===== config.mk =====
export PLATFORM = sky130hd
export DESIGN_NAME = stack_alu_ctrl
export DESIGN_NICKNAME = d
export VERILOG_FILES = /design/src/rtl/stack_alu_ctrl.sv
export SDC_FILE = /design/constraint.sdc
export NUM_CORES = 1
export LEC_CHECK = 0
export BUFFER_PORTS_ARGS = -buffer_cell sky130_fd_sc_hd__buf_2
export CORE_UTILIZATION = 45
export DETAILED_ROUTE_END_ITERATION = 8
export HOLD_SLACK_MARGIN = 0.03
export PLACE_DENSITY = 0.72
export SYNTH_ARGS = -nofsm -noshare
export SYNTH_HDL_FRONTEND = slang
export SYNTH_SLANG_ARGS = --single-unit

===== constraint.sdc =====
create_clock -name clk -period 2.9 [get_ports clk]
set_input_delay 0.29 -clock clk [delete_from_list [all_inputs] [get_ports clk]]
set_output_delay 0.29 -clock clk [all_outputs]
set_load 0.02 [all_outputs]

===== src/rtl/stack_alu_ctrl.sv =====
// stack_alu_ctrl
//   Execution controller for a stack machine. Takes one instruction at a time
//   over a valid/ready handshake and sequences the push/pop commands of an
//   external LIFO: immediate PUSH, POP, DUP and the binary ops ADD/SUB/AND/OR.
//   Depth is tracked internally, so illegal instructions (underflow/overflow)
//   are rejected before any stack command is issued.
//
// Ports
//   clk, asyn_n_rst              clock / async active-low reset (shared with LIFO)
//   instr_valid, instr_ready     instruction handshake (ready only in IDLE)
//   opcode[2:0], imm             instruction, sampled only at accept
//   stk_push, stk_pop            LIFO commands (never high together)
//   stk_data_in                  LIFO write data (res_q while pushing, else 0)
//   stk_data_out                 LIFO read data, registered on the pop edge
//   stk_full, stk_empty          LIFO status, monitored only
//   depth                        entry count 0..STACK_DEPTH
//   done, result, error          completion pulse, last pushed/popped value, reject flag
module stack_alu_ctrl #(
  parameter int DATA_WIDTH  = 6,
  parameter int STACK_DEPTH = 16,
  localparam int DEPTH_W    = $clog2(STACK_DEPTH) + 1
) (
  input  logic                  clk,
  input  logic                  asyn_n_rst,
  input  logic                  instr_valid,
  output logic                  instr_ready,
  input  logic [2:0]            opcode,
  input  logic [DATA_WIDTH-1:0] imm,
  output logic                  stk_push,
  output logic                  stk_pop,
  output logic [DATA_WIDTH-1:0] stk_data_in,
  input  logic [DATA_WIDTH-1:0] stk_data_out,
  input  logic                  stk_full,
  input  logic                  stk_empty,
  output logic [DEPTH_W-1:0]    depth,
  output logic                  done,
  output logic [DATA_WIDTH-1:0] result,
  output logic                  error
);

  localparam logic [2:0] OP_NOP = 3'b000, OP_PUSH = 3'b001, OP_POP = 3'b010,
                         OP_ADD = 3'b011, OP_SUB  = 3'b100, OP_AND = 3'b101,
                         OP_OR  = 3'b110, OP_DUP  = 3'b111;

  localparam logic [DEPTH_W-1:0] D_MAX = DEPTH_W'(STACK_DEPTH);
  localparam logic [DEPTH_W-1:0] D_ONE = DEPTH_W'(1);
  localparam logic [DEPTH_W-1:0] D_TWO = DEPTH_W'(2);

  typedef enum logic [2:0] {IDLE, POP_A, POP_B, LATCH, PUSH_R, PUSH_R2, DONE} state_t;

  state_t                state, nxt;
  logic [2:0]            op_q, op_d;
  logic [DATA_WIDTH-1:0] res_q, res_d, opnd_a, opnd_d, alu;
  logic                  err_d, legal, is_bin, accept;

  // Status inputs are observed by the surrounding system only; the controller
  // relies on its own depth count for every decision.
  logic unused_status;
  assign unused_status = stk_full ^ stk_empty;

  assign accept = instr_valid && instr_ready;
  assign is_bin = (op_q == OP_ADD) || (op_q == OP_SUB) || (op_q == OP_AND) || (op_q == OP_OR);

  always_comb begin
    legal = 1'b1;
    case (opcode)
      OP_PUSH:                       legal = depth < D_MAX;
      OP_POP:                        legal = depth >= D_ONE;
      OP_ADD, OP_SUB, OP_AND, OP_OR: legal = depth >= D_TWO;
      OP_DUP:                        legal = (depth >= D_ONE) && (depth < D_MAX);
      default:                       legal = 1'b1;
    endcase
  end

  // stk_data_out holds the second entry in LATCH; opnd_a holds the top.
  always_comb begin
    case (op_q)
      OP_ADD:  alu = stk_data_out + opnd_a;
      OP_SUB:  alu = stk_data_out - opnd_a;
      OP_AND:  alu = stk_data_out & opnd_a;
      OP_OR:   alu = stk_data_out | opnd_a;
      default: alu = stk_data_out;
    endcase
  end

  always_comb begin
    nxt    = state;
    op_d   = op_q;
    res_d  = res_q;
    opnd_d = opnd_a;
    err_d  = 1'b0;
    case (state)
      IDLE: if (accept) begin
        op_d = opcode;
        if (!legal) begin
          err_d = 1'b1;
          nxt   = DONE;
        end else if (opcode == OP_NOP) begin
          nxt = DONE;
        end else if (opcode == OP_PUSH) begin
          res_d = imm;
          nxt   = PUSH_R;
        end else begin
          nxt = POP_A;
        end
      end
      POP_A:   nxt = is_bin ? POP_B : LATCH;
      POP_B: begin
        opnd_d = stk_data_out;
        nxt    = LATCH;
      end
      LATCH: begin
        res_d = alu;
        nxt   = (op_q == OP_POP) ? DONE : PUSH_R;
      end
      PUSH_R:  nxt = (op_q == OP_DUP) ? PUSH_R2 : DONE;
      PUSH_R2: nxt = DONE;
      DONE:    nxt = IDLE;
      default: nxt = IDLE;
    endcase
  end

  // Outputs are registered from the next state, so each one reflects the
  // state it belongs to without a decode stage after the flops.
  always_ff @(posedge clk or negedge asyn_n_rst) begin
    if (!asyn_n_rst) begin
      state       <= IDLE;
      op_q        <= OP_NOP;
      res_q       <= '0;
      opnd_a      <= '0;
      depth       <= '0;
      instr_ready <= 1'b0;
      stk_push    <= 1'b0;
      stk_pop     <= 1'b0;
      stk_data_in <= '0;
      done        <= 1'b0;
      error       <= 1'b0;
      result      <= '0;
    end else begin
      state       <= nxt;
      op_q        <= op_d;
      res_q       <= res_d;
      opnd_a      <= opnd_d;
      depth       <= depth + DEPTH_W'(stk_push) - DEPTH_W'(stk_pop);
      instr_ready <= (nxt == IDLE);
      stk_push    <= (nxt == PUSH_R) || (nxt == PUSH_R2);
      stk_pop     <= (nxt == POP_A) || (nxt == POP_B);
      stk_data_in <= ((nxt == PUSH_R) || (nxt == PUSH_R2)) ? res_d : '0;
      done        <= (nxt == DONE);
      error       <= (nxt == DONE) && err_d;
      if ((nxt == DONE) && !err_d) result <= res_d;
    end
  end

endmodule

Word level (Yosys, flattened, before mapping)
Cells that the tools add are included.

storage, ports and cells
  bits of input ports = 20
  logic and storage cells = 78
  output and inout bits = 22
  bits in registers = 40

cells by class
  add/subtract/negate cells = 4
  bitwise operators = 2
  multiplexer cells = 19
  equality and inequality tests = 23
  $lt $le $gt $ge = 3
  reduce and logical (&&, ||, !) cells = 15

operators by type and width
  operator                                                                              number
  3-bit equality test (second input constant)                                           13
  6-bit two-way mux                                                                     5
  6-bit one-hot mux with 4 select lines                                                 1
  3-bit by 2-bit equality test with 1-bit output (second input constant)                7
  3-bit one-hot mux with 6 select lines                                                 1
  3-bit two-way mux                                                                     4
  6-bit one-hot mux with 2 select lines                                                 1
  3-bit by 1-bit equality test with 1-bit output (second input constant)                3
  3-bit logical NOT                                                                     3
  6-bit adder                                                                           1
  6-bit bitwise AND                                                                     1
  6-bit bitwise OR                                                                      1
  6-bit subtractor                                                                      1
  5-bit by 1-bit adder with 5-bit output                                                1
  5-bit by 1-bit greater-or-equal comparator with 1-bit output (second input constant)  1
  5-bit by 2-bit greater-or-equal comparator with 1-bit output (second input constant)  1
  1-bit logical OR                                                                      5
  5-bit < comparator (second input constant)                                            1
  5-bit by 1-bit subtractor with 5-bit output                                           1
  1-bit logical AND                                                                     4
  1-bit two-way mux                                                                     4
  2-bit two-way mux                                                                     2
  1-bit one-hot mux with 4 select lines                                                 1
  4-bit OR reduction                                                                    1
  other kinds (2)                                                                       2

Depth between registers and ports, before layout
  word-level depth = 9
  mapped depth = 11
  mapped depth without buffers = 11

Worst setup path before layout
Ideal clock, no wire load.

  path kind = register to register
  start = reg op_q[0]
  end = reg result[4]
  data required time = 2.775 ns
  path buffers = 1
  arrival time = 2.643 ns
  slack = 0.132 ns
  period minus slack after synthesis = 2.768 ns
  cell stages (with the launch flop) = 11
  library setup time = 0.125 ns
  path through = dfrtp_1 -> clkbuf_1 -> nor3b_2 -> mux2_2 -> fa_1 -> nor2b_1 -> o21a_1 -> or3b_2 -> a31oi_1 -> a311o_1 -> mux2_4

on the way
  elaborated cells between the ends (all ways) = 17
  those cells by class = eq/ne (7); mux (6); reduce/logical (4)

RTL lines
  item                                                                                          RTL line  RTL
  from (decl)                                                                                   52        logic [2:0] op_q, op_d;
  from (signal assigned)                                                                        141       op_q <= op_d;
  3-bit equality test / 3-bit by 2-bit equality test with 1-bit output (equally long branches)  77        case (op_q)
  6-bit one-hot mux with 4 select lines (*)                                                     77
  6-bit one-hot mux with 2 select lines (*)                                                     92        case (state)
  via res_d[4]                                                                                  53        logic [DATA_WIDTH-1:0] res_q, res_d, opnd_a, opnd_d, alu;
  to (signal assigned)                                                                          151       if ((nxt == DONE) && !err_d) result <= res_d;
  to (decl)                                                                                     37        output logic [DATA_WIDTH-1:0] result,

Mark *: on every way through the listed nets, which the timed path passes. The rest lies on a longest branch.
A chain may end at the register's enable or synchronous reset.

Worst setup path after layout
  start = reg op_q[1]
  end = reg result[4]

Same word-level chain as after synthesis.

==> flow_metrics.py <==
metrics = {
    "pwr": {
        "peakVddDrop_uv": 654,
        "clkPwrFrac_pct": 12.3,
        "power_frac_seq_pct": 27.2,
        "power.density_nw_per_um2": 1300,
        "combPwrFrac_pct": 60.5,
        "p_int_mw": 2.13,
        "netSwitchingFraction_pct": 45.1,
        "power_switching_mw": 1.75,
        "power.leakage_nw": 1.43,
    },
    "die": {
        "core_um2": 5540,
        "die_h_um": 77.9,
        "ioPinCount": 42,
        "fp.dieW_um": 77.9,
        "die-area_um2": 6070,
        "rows": 27,
        "start_util_pct": 46.8,
    },
    "global_routing": {
        "grt_pass1_vias": 2005,
        "grt_usage_pct": 20.5,
        "grt_overflow": 0,
        "grt_max_degree": 41,
        "antenna_found_initial": 0,
        "grt_pass1_wl_um": 9520,
    },
    "yosys": {
        "synth_top_family_by_area": "simple AND/OR/NAND/NOR gates",
        "ys_ff_latch": 40,
        "yosysSeqAreaShare_pct": 38.6,
        "postSynth.asyncResetShare_pct": 100,
        "yosysTopAreaCell": "dfrtp_1",
        "yosysUniqueCellTypes": 57,
        "synthTopCellsByArea": "dfrtp_1 39%, ha_1 8.2%, mux2_2 4.8%",
        "yosys.area.top_type_share_pct": 38.6,
        "synth_compound_area_share_pct": 16.9,
        "synth_nets": 301,
        "synthXorXnorAreaFrac_pct": 3.04,
        "yosys.area_share.simple_pct": 19.9,
        "synthFlopType": "dfrtp_1",
        "synth_warnings": 0,
        "syn_area_um2": 2590,
        "synth.avg_cell_area_um2": 9.89,
        "syn_inst": 262,
        "synth_edf_count": 0,
        "synth_fa_ha_area_share_pct": 9.75,
        "muxShareOfSynthArea_pct": 6.90,
    },
    "routing": {
        "wl_per_cell_um": 14.8,
        "finalWirelength_um": 5590,
        "vias": 2087,
        "drt_first_pass_iters": 4,
        "drtIter0Drc": 141,
        "vias_per_cell": 5.54,
        "ant_nets": 0,
        "drcViolationCount": 0,
    },
    "clock_network": {
        "path_clk_slew_ps": 90,
        "post-cts-setup-buffers": 0,
        "cts_tree": "done",
        "clk_root_buffer_cell": "clkbuf_8",
        "numClockSinks": 40,
        "clkLatencyLatePin_ps": 300,
        "clockBufferDepth": 2,
        "cts_max_level": 2,
        "cts_made_buffers": 5,
    },
    "sta": {
        "grt_setup_unrepaired": "false",
        "timing.final.crit_share_pct": 95.1,
        "tightest_slew_ps": 891,
        "fin_tns_setup_ps": 0,
        "skew_ps": 8.39,
        "hold_viol_final": 0,
        "slew_headroom_pct": 40.6,
        "fmax_ghz": 0.363,
        "finalMaxSlewViolations": 0,
        "setup_violations": 0,
        "period_needed_ps": 2760,
    },
    "worst_setup_path": {
        "worstPathArrival_ps": 3000,
        "cp_num_buf_inv": 1,
        "crit_family": "simple AND/OR/NAND/NOR gates",
        "r2r_end": "result[4]$_DFFE_PN0P_",
        "critPathMaxFanout": 6,
        "cp-start-kind": "flop",
        "r2r-start": "op_q[1]$_DFFE_PN0P_",
        "cp_num_cells": 11,
        "r2r_slack_ps": 140,
        "reg2reg_depth": 11,
        "path_cells": "nor3b_2 > buf_4 > nor2_1 > xnor2_1 > ha_1 > nor2b_1 > o21a_1 > or3b_2 > a31oi_2 > a311o_1 > mux2_4",
        "required_ps": 3140,
        "end_kind": "flop",
        "slowest_stage": "or3b_2",
        "crit_type": "reg2reg",
        "cpPeakStageDelay_ps": 450,
    },
    "final_layout": {
        "fin_cells": 377,
        "final_cell_mix": "40 x dfrtp_1, 39 x buf_2, 27 x nor2_1",
        "diodes": 0,
        "fin_nets": 343,
        "drive_gt1_share_pct": 25.9,
        "layout_commonest_cell": "dfrtp_1",
        "area_growth_pct": 15.1,
    },
    "status": {
        "status": "complete, no violations",
    },
    "placed_design": {
        "hpwl_um": 4080,
        "port_buffers": 39,
        "gp_congestion": 0.861,
        "place_inst": 369,
    },
    "min_path": {
        "hold_class": "in2async",
    },
    "job": {
        "max-cap-violations": 0,
    },
}
## layout make-up
cell class	instances	area [um2]
fillers	506	2560
multi-input cells	193	1470
flip-flops and latches	40	1000
repair buffers	43	225
well taps	72	90.1
inverters	21	78.8
clock buffers	5	68.8
clock inverters	3	46.3
## Yosys cell counts (all sizes together), types with 2 or more instances
| master | number |
|---|---|
| nor4bb | 2 |
| nand3 | 2 |
| mux2 | 12 |
| nand3b | 2 |
| dfrtp | 40 |
| a31oi | 2 |
| and3b | 2 |
| a21oi | 15 |
| o21a | 2 |
| inv | 21 |
| ha | 17 |
| nor3 | 5 |
| nor3b | 4 |
| o21ai | 16 |
| nand2b | 5 |
| o31ai | 2 |
| mux2i | 4 |
| a22oi | 2 |
| a221o | 2 |
| nor2 | 29 |
| nor2b | 5 |
| and3 | 2 |
| o21bai | 2 |
| a221oi | 4 |
| a32oi | 2 |
| xnor2 | 5 |
| nand2 | 16 |
| and2 | 2 |
| buf | 7 |
| o22ai | 2 |
| and2b | 2 |
| o31a | 2 |
| a211oi | 4 |
| fa | 2 |
| xor2 | 4 |
## routing by layer
layer | wire length [um] | GRT usage [%]
met1 | 2560 | 26.1
met2 | 2730 | 34.2
met3 | 234 | 3.76
met4 | 71 | 8.11
met5 | 0 | 0
## power by group through the flow
| stage | sequential [mW] | combinational [mW] | clock (mW) |
|---|---|---|---|
| 6_report | 1.05 | 2.34 | 0.477 |
| 5_1_grt | 1.10 | 2.62 | 0.512 |
| 4_1_cts | 1.05 | 2.34 | 0.493 |
| 3_5_place_dp | 1.06 | 2.33 | 0 |
| 3_3_place_gp | 1.06 | 2.27 | 0 |
| 2_1_floorplan | 1.17 | 1.68 | 0 |
## registers in the layout, summed over array words and instances, names as in the netlist, 3 cells and up
register / count
depth: 5
op_q: 3
opnd_a: 6
res_q: 6
result: 6
state: 3
stk_data_in: 6
## logic make-up after synthesis
family	count (synthesis)
mux	16
buf+inv	29
flops	40
xor+xnor	9
fa+ha+maj	19
simple gates	86
compound gates	63
## how the worst max path moves through the flow
| stage | endpoint | startpoint | slack [ps] |
|---|---|---|---|
| finish | result[4]$_DFFE_PN0P_ | op_q[1]$_DFFE_PN0P_ | 140 |
| CTS | result[4]$_DFFE_PN0P_ | op_q[0]$_DFFE_PN0P_ | 110 |
| global placement | stk_data_in[4]$_DFF_PN0_ | op_q[0]$_DFFE_PN0P_ | 200 |
| detailed placement | stk_data_in[4]$_DFF_PN0_ | op_q[0]$_DFFE_PN0P_ | 140 |
| floorplan | result[4]$_DFFE_PN0P_ | op_q[0]$_DFFE_PN0P_ | 130 |
| global route | stk_data_in[4]$_DFF_PN0_ | op_q[1]$_DFFE_PN0P_ | 0.8 |
## metrics by stage
stage               hold slack (ps)  cell area (um2)  setup WS [ps]  util (%)  total power [mW]
CTS                             139             2980            106      53.7              3.89
finish                          102             2980            142      53.8              3.87
floorplan                     -5.59             2590            132         -              2.85
global route                    209             2980          0.756      53.8              4.22
detailed placement              477             2860            139      51.6              3.39
global placement                471             2860            201      51.6              3.32
## repair_timing
item                       in CTS  in global routing
setup endpoints to repair       0                  2
hold buffers                    0                  0
resized for setup               0                  1
Power figures use the tool's default switching activity.
